===== config.mk =====
export PLATFORM = sky130hd
export DESIGN_NAME = ipm2t_hssthp_rst_retry_ctrl
export DESIGN_NICKNAME = d
export VERILOG_FILES = /design/src/rtl/ipm2t_hssthp_rst_pkg.sv /design/src/rtl/ipm2t_hssthp_rst_lock_filter.sv /design/src/rtl/ipm2t_hssthp_rst_retry_ctrl.sv
export SDC_FILE = /design/constraint.sdc
export NUM_CORES = 1
export LEC_CHECK = 0
export CAP_MARGIN = 40
export CORE_MARGIN = 2
export CORE_UTILIZATION = 50
export DETAILED_ROUTE_END_ITERATION = 8
export PLACE_DENSITY = 0.74
export SYNTH_ARGS = -nofsm -noshare
export SYNTH_HDL_FRONTEND = slang
export SYNTH_SLANG_ARGS = --single-unit

===== constraint.sdc =====
create_clock -name clk -period 2.1 [get_ports clk]
set_input_delay 0.42 -clock clk [delete_from_list [all_inputs] [get_ports clk]]
set_output_delay 0.42 -clock clk [all_outputs]
set_load 0.05 [all_outputs]

===== src/rtl/ipm2t_hssthp_rst_pkg.sv =====
// Shared encodings for the HSSTHP reset/retry controller: FSM states and
// the level presented on wtchdg_in when the link is up.
package ipm2t_hssthp_rst_pkg;

    typedef enum logic [2:0] {
        IDLE       = 3'd0,
        RST_ASSERT = 3'd1,
        WAIT_LOCK  = 3'd2,
        LOCKED     = 3'd3,
        FAIL       = 3'd4
    } state_t;

    // Watchdog runs with ACTIVE_HIGH=0; a high wtchdg_in stops it once locked.
    localparam logic WTCHDG_IN_DONE = 1'b1;
    localparam logic WTCHDG_IN_IDLE = ~WTCHDG_IN_DONE;

endpackage


===== src/rtl/ipm2t_hssthp_rst_lock_filter.sv =====
// Consecutive-high lock qualifier. With IPM2T_HSSTHP_RETRY_LOCK_SYNC_EN defined,
// lock_in first passes a 2-flop synchronizer; lock_sync exposes the filtered-path lock.
module ipm2t_hssthp_rst_lock_filter #(
    parameter int LOCK_STABLE = 128
) (
    input  logic clk,
    input  logic rst,
    input  logic clr,
    input  logic lock_in,
    output logic stable,
    output logic lock_sync
);

    localparam int CW = $clog2(LOCK_STABLE + 1);
    localparam logic [CW-1:0] CNT_MAX  = CW'(LOCK_STABLE);
    localparam logic [CW-1:0] CNT_LAST = CW'(LOCK_STABLE - 1);

    logic          lock_q;
    logic [CW-1:0] cnt_reg;
    logic [CW-1:0] cnt_next;

`ifdef IPM2T_HSSTHP_RETRY_LOCK_SYNC_EN
    logic [1:0] sync_reg;

    always_ff @(posedge clk or posedge rst) begin
        if (rst) begin
            sync_reg <= 2'b00;
        end else begin
            sync_reg <= {sync_reg[0], lock_in};
        end
    end

    assign lock_q = sync_reg[1];
`else
    assign lock_q = lock_in;
`endif

    always_comb begin
        cnt_next = cnt_reg;
        if (clr || !lock_q) begin
            cnt_next = '0;
        end else if (cnt_reg != CNT_MAX) begin
            cnt_next = cnt_reg + 1'b1;
        end
    end

    always_ff @(posedge clk or posedge rst) begin
        if (rst) begin
            cnt_reg <= '0;
        end else begin
            cnt_reg <= cnt_next;
        end
    end

    // Fires in the cycle that supplies the LOCK_STABLE-th consecutive high sample.
    assign stable    = !clr && lock_q && (cnt_reg == CNT_LAST);
    assign lock_sync = lock_q;

endmodule


===== src/rtl/ipm2t_hssthp_rst_retry_ctrl.sv =====
// HSSTHP reset sequencer with watchdog-driven bounded retry.
// Optional macro IPM2T_HSSTHP_RETRY_LOCK_SYNC_EN adds a lock_in synchronizer.
module ipm2t_hssthp_rst_retry_ctrl
    import ipm2t_hssthp_rst_pkg::*;
#(
    parameter int RST_LEN     = 64,
    parameter int LOCK_STABLE = 128,
    parameter int MAX_RETRY   = 3,
    parameter int RETRY_WIDTH = 4
) (
    input  logic                   clk,
    input  logic                   rst,
    input  logic                   lock_in,
    input  logic                   wtchdg_rst_n,
    input  logic                   retry_req,
    output logic                   pll_rst,
    output logic                   wtchdg_clr,
    output logic                   wtchdg_in,
    output logic                   done,
    output logic                   fail,
    output logic [RETRY_WIDTH-1:0] retry_cnt
);

    localparam int RCW = $clog2(RST_LEN);
    localparam logic [RCW-1:0]         RST_LAST   = RCW'(RST_LEN - 1);
    localparam logic [RETRY_WIDTH-1:0] RETRY_SAT  = '1;
    localparam logic [RETRY_WIDTH-1:0] RETRY_LAST = RETRY_WIDTH'(MAX_RETRY - 1);

    state_t                 state_reg, state_next;
    logic [RCW-1:0]         rst_cnt_reg, rst_cnt_next;
    logic [RETRY_WIDTH-1:0] retry_cnt_reg, retry_cnt_next;
    logic [RETRY_WIDTH-1:0] retry_inc;
    logic                   wdg_armed_reg, wdg_armed_next;
    logic                   pll_rst_reg, pll_rst_next;
    logic                   clr_reg, clr_next;
    logic                   in_reg, in_next;
    logic                   done_reg, done_next;
    logic                   fail_reg, fail_next;
    logic                   lock_stable;
    logic                   lock_q;
    logic                   timeout;

    ipm2t_hssthp_rst_lock_filter #(
        .LOCK_STABLE (LOCK_STABLE)
    ) u_lock_filter (
        .clk       (clk),
        .rst       (rst),
        .clr       (state_reg != WAIT_LOCK),
        .lock_in   (lock_in),
        .stable    (lock_stable),
        .lock_sync (lock_q)
    );

    // A timeout is only taken once per watchdog pulse: after counting one we
    // wait for wtchdg_rst_n to return high before accepting another.
    assign timeout   = !wtchdg_rst_n && wdg_armed_reg;
    assign retry_inc = (retry_cnt_reg == RETRY_SAT) ? retry_cnt_reg : retry_cnt_reg + 1'b1;

    always_comb begin
        state_next     = state_reg;
        rst_cnt_next   = rst_cnt_reg;
        retry_cnt_next = retry_cnt_reg;
        wdg_armed_next = wtchdg_rst_n ? 1'b1 : wdg_armed_reg;

        case (state_reg)
            IDLE: begin
                state_next   = RST_ASSERT;
                rst_cnt_next = '0;
            end
            RST_ASSERT: begin
                if (rst_cnt_reg == RST_LAST) begin
                    state_next   = WAIT_LOCK;
                    rst_cnt_next = '0;
                end else begin
                    rst_cnt_next = rst_cnt_reg + 1'b1;
                end
            end
            WAIT_LOCK: begin
                if (lock_stable) begin
                    state_next = LOCKED;
                end else if (timeout) begin
                    retry_cnt_next = retry_inc;
                    wdg_armed_next = 1'b0;
                    rst_cnt_next   = '0;
                    state_next     = (retry_cnt_reg == RETRY_LAST) ? FAIL : RST_ASSERT;
                end
            end
            LOCKED: begin
                if (!lock_q) begin
                    state_next     = RST_ASSERT;
                    retry_cnt_next = '0;
                    rst_cnt_next   = '0;
                end
            end
            FAIL: begin
                if (retry_req) begin
                    state_next     = RST_ASSERT;
                    retry_cnt_next = '0;
                    rst_cnt_next   = '0;
                end
            end
            default: begin
                state_next = IDLE;
            end
        endcase

        // Outputs are decoded from the next state so they register on entry.
        pll_rst_next = (state_next == IDLE) || (state_next == RST_ASSERT) || (state_next == FAIL);
        clr_next     = pll_rst_next;
        in_next      = (state_next == LOCKED) ? WTCHDG_IN_DONE : WTCHDG_IN_IDLE;
        done_next    = (state_next == LOCKED);
        fail_next    = (state_next == FAIL);
    end

    always_ff @(posedge clk or posedge rst) begin
        if (rst) begin
            state_reg     <= IDLE;
            rst_cnt_reg   <= '0;
            retry_cnt_reg <= '0;
            wdg_armed_reg <= 1'b1;
            pll_rst_reg   <= 1'b1;
            clr_reg       <= 1'b1;
            in_reg        <= WTCHDG_IN_IDLE;
            done_reg      <= 1'b0;
            fail_reg      <= 1'b0;
        end else begin
            state_reg     <= state_next;
            rst_cnt_reg   <= rst_cnt_next;
            retry_cnt_reg <= retry_cnt_next;
            wdg_armed_reg <= wdg_armed_next;
            pll_rst_reg   <= pll_rst_next;
            clr_reg       <= clr_next;
            in_reg        <= in_next;
            done_reg      <= done_next;
            fail_reg      <= fail_next;
        end
    end

    assign pll_rst    = pll_rst_reg;
    assign wtchdg_clr = clr_reg;
    assign wtchdg_in  = in_reg;
    assign done       = done_reg;
    assign fail       = fail_reg;
    assign retry_cnt  = retry_cnt_reg;

endmodule


==> flow_summary.ini, run 1 <==
[pwr]
ir_drop_v = 0.000278
p_int_w = 0.000566
finalPower_w = 0.000724
power_density_nw_per_um2 = 461
swShare = 0.218
power_frac_clock = 0.300
sequentialPowerShare = 0.666
power.switching_w = 0.000158
p_leak_nw = 0.691
p_comb_frac = 0.035

[route]
viasPerCell = 5.77
routed_wl_um = 2710
drt-pass1-iter-count = 4
num_vias = 1126
drc = 0
antenna_left = 0
wl_per_cell_um = 13.9
drt-initial-drc-count = 18

[clocking]
numClockSinks = 25
clockRootBuffer = clkbuf_4
ctsHoldBuffers = 0
clock_latency_ns = 0.31
cts_tree = yes
htree_num_levels = 1
clockBufferDepth = 2
clk_pin_slew_ns = 0.14
cts_made_buffers = 3
cts_setup_buffers = 0

[worst_setup_path]
slowest_delay_ns = 0.83
cp.depth = 1
cp.required_ns = 1.68
path_cells = clkdlybuf4s50_1
reg2reg_from = u_lock_filter.cnt_reg[0]$_DFFE_PP0P_
path_class = reg -> out
end_kind = output pin
path_max_fanout = 5
reg2regPathDepth = 6
slowest_stage = clkdlybuf4s50_1
crit_path_start_kind = flop
path_delay_family = buffers and inverters
r2r-end = retry_cnt[3]$_DFFE_PP0P_
cp_data_arrival_time_ns = 1.60
crit_buf_inv = 1
rrSetupSlack_ns = 0.21

[sta]
hold_violations = 0
finalSetupViolations = 0
fmax_mhz = 496
min_period_ns = 2.02
fin_crit_sh = 0.960
maxSlewHeadroom = 0.663
skew_ns = 0.00415
maxSlewViolCount = 0
hold_ws_ns = 0.433
rsz0062_at_grt = false
finalSetupTns_ns = 0
worst_slew_pin_slew_ns = 0.504

[die]
core_sq_um = 2710
die_w_um = 56.9
io_pins = 14
dieArea_sq_um = 3230
die_h_um = 56.9
start_util = 0.516
rows = 19

[synth]
synth_top_area_cell = dfrtp_1
ys_types = 41
async_flop_share = 1.00
synth_top_area_share = 0.412
synth_seq_area_share = 0.449
netlist_area_sq_um = 1400
synth_nets = 160
synth.avg_cell_area_sq_um = 9.32
yosys_register_bits = 25
synth_top_flop_cell = dfrtp_1
yosys_warnings = 0
synth_edf_count = 0
synth_area_leaders = dfrtp_1 (41%), nor2_1 (5.9%), ha_1 (4.5%), nand2_1 (4.0%), dfstp_2 (3.8%)
syn_inst = 150

[layout]
fin_util = 0.579
n_antenna_cell = 0
seq_area_sq_um = 628
drive_gt1_frac = 0.0854
final_cell_mix = dfrtp_1 (23), nor2_1 (22), nand2_1 (15)
multi_input_area_sq_um = 699
largest_register_ffs = 8
nFillCells = 234
design_area_sq_um = 1570
syn2layout_area_growth_pct = 12.4
finalNetCount = 175
mostFrequentLayoutCell = dfrtp_1

[worst_hold_path]
worstHoldPathType = in -> async

[global_routing]
grt_start_max_net_pins = 26
grt_pass1_vias = 1113
antenna_found_initial = 0
grt_use_total = 0.187
grt_pass1_wl_um = 4730
grt-ovfl-total = 0

[place]
place_congestion = 0.831
hpwlAfterDp_um = 2010
placed_area_sq_um = 1540
portBuffers = 13

[status]
status = completed

[flow_run]
maxCapViolCount = 0
-- cells in the mapped netlist (2+ instances only) --
master	number
or3_1	2
a31oi_1	4
ha_1	5
nor3b_1	2
nand2b_1	3
a22o_1	2
xnor2_1	4
o21ai_1	3
inv_1	9
dfrtp_1	23
nor2_1	22
o21ai_0	7
dfstp_2	2
nand3_1	7
nand2_1	15
buf_4	2
xor2_1	4
a21oi_1	6
and3_1	3
nor3_1	4
-- layer usage --
metal,vias to the layer above,track usage,share of wire
met1,542,0.222,0.43
met5,-,0,0
li1,548,-,-
met3,8,0.0230,0.039
met2,28,0.334,0.50
met4,0,0.0897,0.030
-- area by class of cell --
type                    instances  share of cell area
inverters                      10              0.0247
flip-flops and latches         25               0.400
clock buffers                   4              0.0167
repair buffers                 14              0.0884
multi-input cells             111               0.445
well taps                      31              0.0247
-- repair_timing --
action,CTS,global route
resized for setup,1,2
hold endpoints to repair,0,0
endpoints found under the setup margin,1,2
-- worst min-delay path: stages --
cell	delay, ns
clkdlybuf4s50_1	0.39
inv_1	0.05
buf_4	0.30
-- worst max-delay path by stage --
stage,start,end,slack (ns)
finish,retry_cnt[1]$_DFFE_PP0P_,retry_cnt[1],0.08
global route,retry_cnt[1]$_DFFE_PP0P_,retry_cnt[1],0.05
CTS,wtchdg_clr$_DFF_PP1_,pll_rst,0.01
detailed placement,wtchdg_rst_n,retry_cnt[3]$_DFFE_PP0P_,0.13
global placement,wtchdg_rst_n,retry_cnt[3]$_DFFE_PP0P_,0.17
floorplan,retry_cnt[0]$_DFFE_PP0P_,retry_cnt[3]$_DFFE_PP0P_,0.35
-- power by group through the flow --
| stage | clock, W | sequential [W] | combinational [W] |
|---|---|---|---|
| 2_1_floorplan | 0 | 0.000491 | 0.0000119 |
| 3_3_place_gp | 0 | 0.000491 | 0.0000251 |
| 3_5_place_dp | 0 | 0.000491 | 0.0000255 |
| 4_1_cts | 0.000227 | 0.000482 | 0.0000257 |
| 5_1_grt | 0.000239 | 0.000482 | 0.0000282 |
| 6_report | 0.000217 | 0.000482 | 0.0000250 |
-- metrics by stage --
stage	instances	setup WS, ns
after floorplan	150	0.345
after CTS	195	0.0127
final	195	0.0840
after global routing	195	0.0455
after global placement	191	0.166
after detailed placement	191	0.134
-- logic make-up (layout without fill, tap and decap cells) --
kind of cell / Yosys count / count (layout) / synth area share
simple gates: 65 / 65 / 0.231
compound gates: 32 / 32 / 0.167
flops: 25 / 25 / 0.449
buf+inv: 14 / 28 / 0.0501
xor+xnor: 8 / 8 / 0.0501
fa+ha+maj: 5 / 5 / 0.0448
mux: 1 / 1 / 0.00716
Note: power is estimated with default switching activity, not from simulation.
==> inputs of run 2 (changes only) <==
Settings changed: CAP_MARGIN 40 to unset.
==> results of run 2 <==
Final layout, timing and power as in run 1 (identical DEF).
==> inputs of run 3 (changes only) <==
Settings changed: CORE_MARGIN 2 to unset, TNS_END_PERCENT set to 1.
==> run 3 against run 2 <==
Die area shrank 6.9%. Wire length is 6.1% lower. Core utilization grew 3.6 points. Global-route usage rose by 0.93 points. Fmax is 1.9% higher. Sequential power barely moved. Flip-flop and latch count stayed put. Critical path type unchanged. Largest power group unchanged. Highest routed layer unchanged.
==> flow_summary.ini, run 3 (synthesized netlist as in run 1, its figures left out) <==
[status]
status = completed

[route]
drc = 0
routed_wl_um = 2540
wl_per_cell_um = 13.0
drt-pass1-iter-count = 4
antenna_left = 0
drt-initial-drc-count = 43
num_vias = 1098
viasPerCell = 5.63

[global_routing]
grt_pass1_vias = 1026
antenna_found_initial = 0
grt-ovfl-total = 0
grt_pass1_wl_um = 4310
grt_use_total = 0.197
grt_start_max_net_pins = 26

[die]
core_sq_um = 2570
start_util = 0.544
rows = 18
io_pins = 14
dieArea_sq_um = 3010
die_h_um = 54.9
die_w_um = 54.9

[worst_setup_path]
r2r-end = retry_cnt[3]$_DFFE_PP0P_
reg2reg_from = u_lock_filter.cnt_reg[0]$_DFFE_PP0P_
cp_data_arrival_time_ns = 1.56
path_delay_family = buffers and inverters
crit_buf_inv = 1
path_class = reg -> out
end_kind = output pin
path_cells = clkdlybuf4s50_1
cp.depth = 1
startpoint = retry_cnt[1]$_DFFE_PP0P_
slowest_stage = clkdlybuf4s50_1
rrSetupSlack_ns = 0.19
crit_path_start_kind = flop
reg2regPathDepth = 6
cp.required_ns = 1.68
path_max_fanout = 5
slowest_delay_ns = 0.83

[place]
portBuffers = 13
place_congestion = 0.817
hpwlAfterDp_um = 1850
dp_slack_ns = 0.106
placed_area_sq_um = 1550

[sta]
worst_slew_pin_slew_ns = 0.505
finalSetupViolations = 0
fin_crit_sh = 0.942
hold_ws_ns = 0.440
skew_ns = 0.00469
finalSetupTns_ns = 0
fmax_mhz = 505
maxSlewHeadroom = 0.663
min_period_ns = 1.98
maxSlewViolCount = 0
rsz0062_at_grt = false
hold_violations = 0
fin_ws_ns = 0.122

[clocking]
numClockSinks = 25
clk_pin_slew_ns = 0.13
htree_num_levels = 1
clockRootBuffer = clkbuf_4
cts_setup_buffers = 0
cts_made_buffers = 3
cts_tree = yes
clock_latency_ns = 0.30
clockBufferDepth = 2

[pwr]
power.switching_w = 0.000147
p_int_w = 0.000565
swShare = 0.206
power_frac_clock = 0.288
p_comb_frac = 0.036
p_leak_nw = 0.711
ir_drop_v = 0.000367
sequentialPowerShare = 0.676
power_density_nw_per_um2 = 451

[layout]
nFillCells = 227
final_cell_mix = dfrtp_1 (23), nor2_1 (22), nand2_1 (15)
seq_area_sq_um = 628
design_area_sq_um = 1580
fin_util = 0.615
drive_gt1_frac = 0.0909
multi_input_area_sq_um = 699
finalNetCount = 176
n_antenna_cell = 0
syn2layout_area_growth_pct = 13.1
largest_register_ffs = 8
mostFrequentLayoutCell = dfrtp_1

[worst_hold_path]
worstHoldPathType = in -> async

[flow_run]
maxCapViolCount = 0
run 3: stage by stage:
| step | power (W) | instances |
|---|---|---|
| after CTS | 0.000723 | 195 |
| after global placement | 0.000516 | 191 |
| final | 0.000712 | 195 |
| after detailed placement | 0.000517 | 191 |
| after floorplan | 0.000502 | 150 |
| after global routing | 0.000740 | 195 |
run 3: worst reg2reg max path: stages, from the launching register on:
cell	delay (ns)
dfrtp_1	0.44
ha_1	0.25
nand2_1	0.12
o31a_1	0.23
a2bb2oi_2	0.28
o21ai_1	0.13
a221o_1	0.36
run 3: worst max-delay path by stage:
| stage | to | slack [ns] |
|---|---|---|
| finish | retry_cnt[1] | 0.12 |
| global route | retry_cnt[3]$_DFFE_PP0P_ | 0.06 |
| CTS | wtchdg_clr | 0.02 |
| detailed placement | retry_cnt[3]$_DFFE_PP0P_ | 0.11 |
| global placement | retry_cnt[3]$_DFFE_PP0P_ | 0.16 |
| floorplan | retry_cnt[3]$_DFFE_PP0P_ | 0.35 |
run 3: area by class of cell:
cell class / instances / share of cell area
Clock buffer: 4 / 0.0166
Inverter: 10 / 0.0245
Multi-Input combinational cell: 111 / 0.443
Sequential cell: 25 / 0.397
Tap cell: 30 / 0.0238
Timing Repair Buffer: 15 / 0.0950
run 3: repair_timing:
action,in CTS,in global routing
setup endpoints to repair,0,3
resized for setup,0,3
hold buffers,0,0
run 3: power by group through the flow:
stage                     sequential (W)  combinational, W  clock (W)
after detailed placement        0.000491         0.0000261          0
after global routing            0.000482         0.0000289   0.000229
final                           0.000482         0.0000257   0.000205
after floorplan                 0.000491         0.0000119          0
after CTS                       0.000482         0.0000262   0.000215
after global placement          0.000491         0.0000256          0
run 3: metal layers:
layer | wire length [um] | GRT usage | share of wire | vias up
li1 | - | - | - | 549
met1 | 1230 | 0.273 | 0.48 | 514
met2 | 1200 | 0.307 | 0.47 | 33
met3 | 100 | 0.0306 | 0.039 | 2
met4 | 12 | 0.0684 | 0.0047 | 0
met5 | 0 | 0 | 0 | -
